$ cat config.mk
export PLATFORM = sky130hd
export DESIGN_NAME = serial_deserializer
export DESIGN_NICKNAME = d
export VERILOG_FILES = /design/src/rtl/serial_deserializer.sv
export SDC_FILE = /design/constraint.sdc
export NUM_CORES = 1
export LEC_CHECK = 0
export ABC_CLOCK_PERIOD_IN_PS = 1800
export CORE_MARGIN = 4
export CORE_UTILIZATION = 48
export CTS_CLUSTER_SIZE = 8
export DETAILED_ROUTE_END_ITERATION = 8
export GPL_ROUTABILITY_DRIVEN = 0
export PLACE_DENSITY = 0.7
export SYNTH_ARGS = -nofsm -noshare
export SYNTH_HDL_FRONTEND = slang
export SYNTH_SLANG_ARGS = --single-unit
$ cat constraint.sdc
create_clock -name clk -period 1.8 [get_ports clk]
set_input_delay 0.45 -clock clk [delete_from_list [all_inputs] [get_ports clk]]
set_output_delay 0.45 -clock clk [all_outputs]
set_load 0.005 [all_outputs]
$ cat src/rtl/serial_deserializer.sv
// rtl/serial_deserializer.sv - LSB-first serial-to-parallel word receiver
// Optional even-parity bit per frame: define DESER_PARITY_EN.
module serial_deserializer #(
   parameter int N = 4
) (
   input  logic         clk,
   input  logic         reset_n,
   input  logic         SI,
   input  logic         shift_en,
   input  logic         sync,
   output logic [N-1:0] Q,
   output logic         valid,
   output logic         busy,
   output logic         parity_err
);

   localparam int CW = $clog2(N + 1);

`ifdef DESER_PARITY_EN
   typedef enum logic [1:0] {IDLE, RECV, PAR} state_t;
`else
   typedef enum logic [1:0] {IDLE, RECV} state_t;
`endif

   state_t          r_state;
   logic [N-1:0]    r_sh;
   logic [CW-1:0]   r_cnt;
   logic [N-1:0]    r_q;
   logic            r_valid;

   state_t          w_base_state;
   logic [N-1:0]    w_base_sh;
   logic [CW-1:0]   w_base_cnt;
   logic [N-1:0]    w_shifted;
   logic [CW-1:0]   w_cnt_inc;

   state_t          w_nxt_state;
   logic [N-1:0]    w_nxt_sh;
   logic [CW-1:0]   w_nxt_cnt;
   logic [N-1:0]    w_nxt_q;
   logic            w_nxt_valid;

   // sync first wipes the partial frame; a bit sampled alongside it then starts a new word
   assign w_base_state = sync ? IDLE : r_state;
   assign w_base_sh    = sync ? '0 : r_sh;
   assign w_base_cnt   = sync ? '0 : r_cnt;
   assign w_cnt_inc    = w_base_cnt + CW'(1);

   generate
      if (N == 1) begin : g_shift_n1
         assign w_shifted = SI;
      end else begin : g_shift_nx
         assign w_shifted = {SI, w_base_sh[N-1:1]};
      end
   endgenerate

`ifdef DESER_PARITY_EN
   logic r_perr;
   logic w_nxt_perr;
`endif

   always_comb begin
      w_nxt_state = w_base_state;
      w_nxt_sh    = w_base_sh;
      w_nxt_cnt   = w_base_cnt;
      w_nxt_q     = r_q;
      w_nxt_valid = 1'b0;
`ifdef DESER_PARITY_EN
      w_nxt_perr  = r_perr;
`endif
      if (shift_en) begin
         case (w_base_state)
`ifdef DESER_PARITY_EN
            PAR: begin
               w_nxt_q     = w_base_sh;
               w_nxt_perr  = (^w_base_sh) ^ SI;
               w_nxt_valid = 1'b1;
               w_nxt_cnt   = '0;
               w_nxt_state = IDLE;
            end
`endif
            IDLE, RECV: begin
               w_nxt_sh = w_shifted;
               if (w_cnt_inc == CW'(N)) begin
                  w_nxt_cnt = '0;
`ifdef DESER_PARITY_EN
                  w_nxt_state = PAR;
`else
                  w_nxt_q     = w_shifted;
                  w_nxt_valid = 1'b1;
                  w_nxt_state = IDLE;
`endif
               end else begin
                  w_nxt_cnt   = w_cnt_inc;
                  w_nxt_state = RECV;
               end
            end
            default: begin
               w_nxt_cnt   = '0;
               w_nxt_state = IDLE;
            end
         endcase
      end
   end

   always_ff @(posedge clk or negedge reset_n) begin
      if (!reset_n) begin
         r_state <= IDLE;
         r_sh    <= '0;
         r_cnt   <= '0;
         r_q     <= '0;
         r_valid <= 1'b0;
      end else begin
         r_state <= w_nxt_state;
         r_sh    <= w_nxt_sh;
         r_cnt   <= w_nxt_cnt;
         r_q     <= w_nxt_q;
         r_valid <= w_nxt_valid;
      end
   end

`ifdef DESER_PARITY_EN
   always_ff @(posedge clk or negedge reset_n) begin
      if (!reset_n) r_perr <= 1'b0;
      else          r_perr <= w_nxt_perr;
   end
   assign parity_err = r_perr;
`else
   assign parity_err = 1'b0;
`endif

   assign Q     = r_q;
   assign valid = r_valid;
   assign busy  = (r_state != IDLE);

endmodule

==> flow_metrics.tcl, run 1 <==
set metrics [dict create \
    status "complete, no violations" \
    row_count 12 \
    worst_r2r_path_depth 5 \
    critPathCapture "busy" \
    dp_hpwl_um 970 \
    die_x_um 44.7 \
    power.density_nw_per_um2 713 \
    ys_ff_latch 13 \
    path_cells "or2_2, dlygate4sd2_1" \
    path_clk_slew_ps 80 \
    ys_seq_area_share_pct 50.2 \
    die-height_um 44.7 \
    period_share_pct 93.8 \
    post-cts-setup-buffers 0 \
    io_pins 12 \
    synth_nets 64 \
    required_ps 1350 \
    vias 463 \
    synthCells 58 \
    seqCellArea_sq_um 325 \
    netlist_area_sq_um 648 \
    cts_sinks 13 \
    yosysTopAreaCellShare_pct 50.2 \
    initial_core_util_pct 54.6 \
    worstMarginPinSlew_ps 573 \
    io_buffers 10 \
    num-nets-final 83 \
    detail-route-antenna-nets 0 \
    drt-pass1-iter-count 4 \
    slew_violations 0 \
    rsz0062_at_grt "no" \
    vias_per_cell 5.14 \
    synth_top_cell_by_area "dfrtp_1" \
    multi_input_area_sq_um 295 \
    reg2reg_from "r_cnt[0]" \
    end_kind "primary output" \
    finalSetupViolations 0 \
    cts_tree "built" \
    cpPeakStageDelay_ps 400 \
    grt_max_degree 14 \
    max_freq_mhz 592 \
    finClkSkew_ps 1.95 \
    fin_util_pct 69.9 \
    wirelength_mm 1.25 \
    avgSynthCellArea_sq_um 11.2 \
    worst_slack_ps 111 \
    die_area_sq_um 2000 \
    grt_pass1_wl_mm 2.30 \
    grt_util_all_layers_pct 16.6 \
    h-tree-depth 1 \
    startpoint "r_state[1]" \
    synthDistinctLibCells 24 \
    antennaDiodeCount 0 \
    detail_route.wl_per_cell_um 13.9 \
    drc 0 \
    layout-drive-gt1-share_pct 25.0 \
    period_minus_slack_ps 1690 \
    pre_cts_ws_ps -301 \
    grt_pass1_vias 484 \
    antenna_found_initial 0 \
    cts_made_buffers 3 \
    maxCapViolCount 0 \
    drt-initial-drc-count 3 \
    worst_hold_path_type "primary input to flip-flop" \
    reg2reg_to "Q[1]" \
    peakVddDrop_v 0.000433 \
    core_area_sq_um 1190 \
    reg2reg_slack_ps 230 \
    leakagePower_nw 0.423 \
    power.total_mw 0.591 \
    postCtsHoldBufs 0 \
    finalHoldViolations 0 \
    clk_latency_ps 280 \
    start_kind "flip-flop" \
    critPathKind "flip-flop to primary output" \
    syn_to_final_growth_pct 28.0 \
    ys_warn_count 0 \
    crit_slowest_cell "dfrtp_1" \
    cp_max_fo 2 \
    nFillCells 99 \
    clk_path_buf_depth 2 \
    synthTopCellsByArea "dfrtp_1 (50%), mux2_4 (6.9%), mux2i_1 (4.6%)" \
    holdWs_ps 514 \
    max_slew_margin_pct 61.7 \
    grt_overflow 0 \
    root_buffer "clkbuf_4" \
    worstPathArrival_ps 1240 \
]
sequential cells by signal, summed over array words and instances, names as in the netlist:
signal / count
Q: 4
r_state: 2
r_cnt: 3
valid: 1
r_sh: 3
repair_timing:
action | in CTS | in global routing
cloned | 0 | 0
pin swaps | 0 | 0
gates resized for setup | 1 | 1
setup endpoints to repair | 1 | 4
area by class of cell:
cell class,count,area share (%)
clock buffer,4,3.17
inverter,3,1.36
multi-input combinational,39,35.6
sequential,13,39.2
tap,14,2.11
timing repair buffer,17,18.6
per-layer routing:
layer	vias to the layer above	global-route usage, %	share of wire (%)
li1	231	-	-
met1	208	20.1	46
met2	16	22.9	41
met3	8	7.17	7.8
met4	0	12.7	4.4
met5	-	0	0
per-stage QoR:
stage | cell area [sq um] | cells | TNS [ps]
3_5_place_dp | 802 | 86 | -1340
3_3_place_gp | 802 | 86 | -1130
6_report | 830 | 90 | 0
2_1_floorplan | 648 | 58 | 0
5_1_grt | 830 | 90 | 0
4_1_cts | 827 | 90 | 0
synth_stat cells:
cell type,n
dfrtp_1,13
nor2_1,8
o21ai_0,4
inv_1,3
mux2_4,3
mux2i_1,3
nand2b_1,3
nor2b_1,3
a21oi_1,2
nand3_1,2
a21boi_2,1
a32o_1,1
and2b_1,1
and2b_2,1
and3b_4,1
and4b_2,1
buf_2,1
buf_4,1
clkbuf_1,1
conb_1,1
ha_1,1
o211ai_4,1
or2_2,1
or2b_1,1
cell usage in the layout, fill, tap and decap left out:
cell              n
or2_2             1
nor2_1            8
dlymetal6s2s_1    1
conb_1            1
dfrtp_1          13
ha_1              1
and4b_2           1
o21ai_0           4
or2b_1            1
mux2i_1           3
a21oi_1           2
inv_1             3
clkbuf_1          1
mux2_4            3
a21boi_2          1
nand3_1           2
nand2b_1          3
buf_4             7
and3b_4           1
and2b_1           1
and2b_2           1
o211ai_4          1
nor2b_1           3
dlygate4sd2_1     1
a32o_1            1
clkdlybuf4s50_1   8
clkbuf_4          3
kinds of logic after synthesis:
group / Yosys count / share of synthesized area [%]
DFF: 13 / 50.2
AOI/OAI and AO/OA: 9 / 11.2
and+or+nand+nor: 22 / 20.3
muxes: 6 / 11.6
buffers and inverters: 6 / 4.25
adders and majority gates: 1 / 1.93
other: 1 / 0.579
power by group:
group	total (mW)	leakage, nW	internal (mW)	switching, mW
Sequential	0.319	0.168	0.307	0.0124
Clock	0.187	0.0150	0.0861	0.101
Combinational	0.0846	0.240	0.0468	0.0378
Total	0.591	0.423	0.440	0.152
how the worst min path moves through the flow:
stage	endpoint	startpoint	depth (start not counted)	slack, ps
floorplan	Q[0]	reset_n	0	150
finish	r_cnt[2]	sync	3	510
global route	r_cnt[2]	sync	3	540
CTS	r_sh[1]	r_sh[1]	2	530
global placement	r_state[0]	r_state[0]	1	470
detailed placement	Q[3]	Q[3]	1	510
worst max-delay path, delay by kind of cell, from the launching register on:
family	cells	cell delay, ps
AND/OR/NAND/NOR	1	300
flip-flops	1	400
buffers and inverters	1	260
No activity file was read; power rests on OpenSTA's default activity.
==> run 2, diff against run 1 <==
--- a/config.mk
+++ b/config.mk
@@ -12,6 +12,7 @@
 export DETAILED_ROUTE_END_ITERATION = 8
 export GPL_ROUTABILITY_DRIVEN = 0
 export PLACE_DENSITY = 0.7
+export SKIP_CTS_REPAIR_TIMING = 1
 export SYNTH_ARGS = -nofsm -noshare
 export SYNTH_HDL_FRONTEND = slang
 export SYNTH_SLANG_ARGS = --single-unit
==> constraint.sdc (replaced) <==
create_clock -name clk -period 1.8 [get_ports clk]
set_input_delay 0.27 -clock clk [delete_from_list [all_inputs] [get_ports clk]]
set_output_delay 0.27 -clock clk [all_outputs]
set_load 0.005 [all_outputs]
==> run 2 against run 1 <==
Net effect: total power fell by 0.54%; sequential share of layout area up 0.72 points; critical path depth did not move; sequential power barely moved; combinational power is essentially flat; global-route usage down 1.5 points; worst hold slack got worse by 180 ps; worst setup slack got worse by 36 ps; critical endpoint unchanged; largest power group unchanged.
==> flow_metrics.tcl, run 2 (same netlist as run 1, synthesis figures left out) <==
set metrics [dict create \
    status "complete, no violations" \
    cts_tree "built" \
    finClkSkew_ps 1.83 \
    crit_slowest_cell "clkdlybuf4s50_1" \
    worstMarginPinSlew_ps 543 \
    grt_overflow 0 \
    detail_route.wl_per_cell_um 13.6 \
    num-nets-final 81 \
    cp_max_fo 5 \
    period_share_pct 95.8 \
    maxCapViolCount 0 \
    drc 0 \
    critPathKind "flip-flop to primary output" \
    row_count 12 \
    h-tree-depth 1 \
    antenna_found_initial 0 \
    slew_violations 0 \
    power.density_nw_per_um2 722 \
    grt_pass1_vias 490 \
    grt_max_degree 14 \
    clk_latency_ps 280 \
    cpPeakStageDelay_ps 440 \
    path_cells "or2_2, clkdlybuf4s50_1" \
    cts_made_buffers 3 \
    syn_to_final_growth_pct 25.7 \
    reg2reg_to "Q[3]" \
    finalHoldViolations 0 \
    crit_buf_inv 1 \
    die_x_um 44.7 \
    detail-route-antenna-nets 0 \
    die-height_um 44.7 \
    root_buffer "clkbuf_4" \
    placed_cells 84 \
    initial_core_util_pct 54.6 \
    vias 452 \
    period_minus_slack_ps 1720 \
    required_ps 1530 \
    antennaDiodeCount 0 \
    final.setup.tns_ps 0 \
    path_clk_slew_ps 80 \
    peakVddDrop_v 0.000404 \
    drt-initial-drc-count 13 \
    fin_cells 88 \
    final_cell_mix "dfrtp_1 (13), clkdlybuf4s50_1 (10), nor2_1 (8)" \
    io_pins 12 \
    core_area_sq_um 1190 \
    max_freq_mhz 580 \
    grt_pass1_wl_mm 2.13 \
    rsz0062_at_grt "no" \
    max_slew_margin_pct 63.7 \
    layout_commonest_cell "dfrtp_1" \
    finalSetupViolations 0 \
    clk_path_buf_depth 2 \
    start_kind "flip-flop" \
    worstPathArrival_ps 1450 \
    critPathTopFamily "buffers and inverters" \
    layout-drive-gt1-share_pct 24.3 \
    dp_hpwl_um 897 \
    grt_util_all_layers_pct 15.1 \
    reg2reg_from "r_cnt[0]" \
    end_kind "primary output" \
    wirelength_mm 1.20 \
    drt-pass1-iter-count 4 \
    cts_sinks 13 \
    leakagePower_nw 0.406 \
    die_area_sq_um 2000 \
    worst_r2r_path_depth 5 \
    largest_register_ffs 4 \
    worst_hold_path_type "primary input to asynchronous set/reset pin" \
    reg2reg_slack_ps 240 \
    vias_per_cell 5.14 \
    io_buffers 10 \
    holdWs_ps 338 \
]
[run 2: routing by layer]
layer	GRT usage (%)	share of wire, %	vias up
li1	-	-	224
met1	18.3	48	213
met2	24.9	45	13
met3	2.39	5.5	2
met4	9.04	1.1	0
met5	0	0	-
[run 2: area by class of cell]
| cell class | count | area (sq um) |
|---|---|---|
| multi-input combinational | 39 | 295 |
| tap | 14 | 17.5 |
| sequential | 13 | 325 |
| clock buffer | 3 | 22.5 |
| clock inverter | 1 | 5.00 |
| inverter | 3 | 11.3 |
| timing repair buffer | 15 | 138 |
| fill | 101 | 372 |
[run 2: report_power, final]
part	internal (mW)	switching, mW
clock	0.0825	0.102
sequential	0.307	0.0122
combinational	0.0469	0.0377
total	0.436	0.152
[run 2: through the flow]
step | power [mW] | setup WS [ps] | util, % | cell area [sq um]
after floorplan | 0.370 | 195 | - | 648
after global placement | 0.408 | -91.6 | 66.4 | 787
after detailed placement | 0.410 | -125 | 66.4 | 787
after CTS | 0.591 | 71.5 | 68.7 | 815
after global routing | 0.617 | 10.9 | 68.7 | 815
final | 0.588 | 75.2 | 68.7 | 815
[run 2: how the worst max path moves through the flow]
| stage | startpoint | end | slack (ps) | depth (start not counted) |
|---|---|---|---|---|
| after floorplan | sync | Q[0] | 200 | 7 |
| after global placement | sync | Q[3] | -90 | 7 |
| after detailed placement | sync | Q[3] | -120 | 7 |
| after CTS | r_state[1] | busy | 70 | 2 |
| after global routing | r_state[1] | busy | 10 | 2 |
| final | r_state[1] | busy | 80 | 2 |
[run 2: worst reg2reg max path, cell delays in order, from the launching register on]
cell	delay, ps
dfrtp_1	430
nor2b_1	170
ha_1	210
and2b_1	190
o211ai_4	120
mux2_4	330
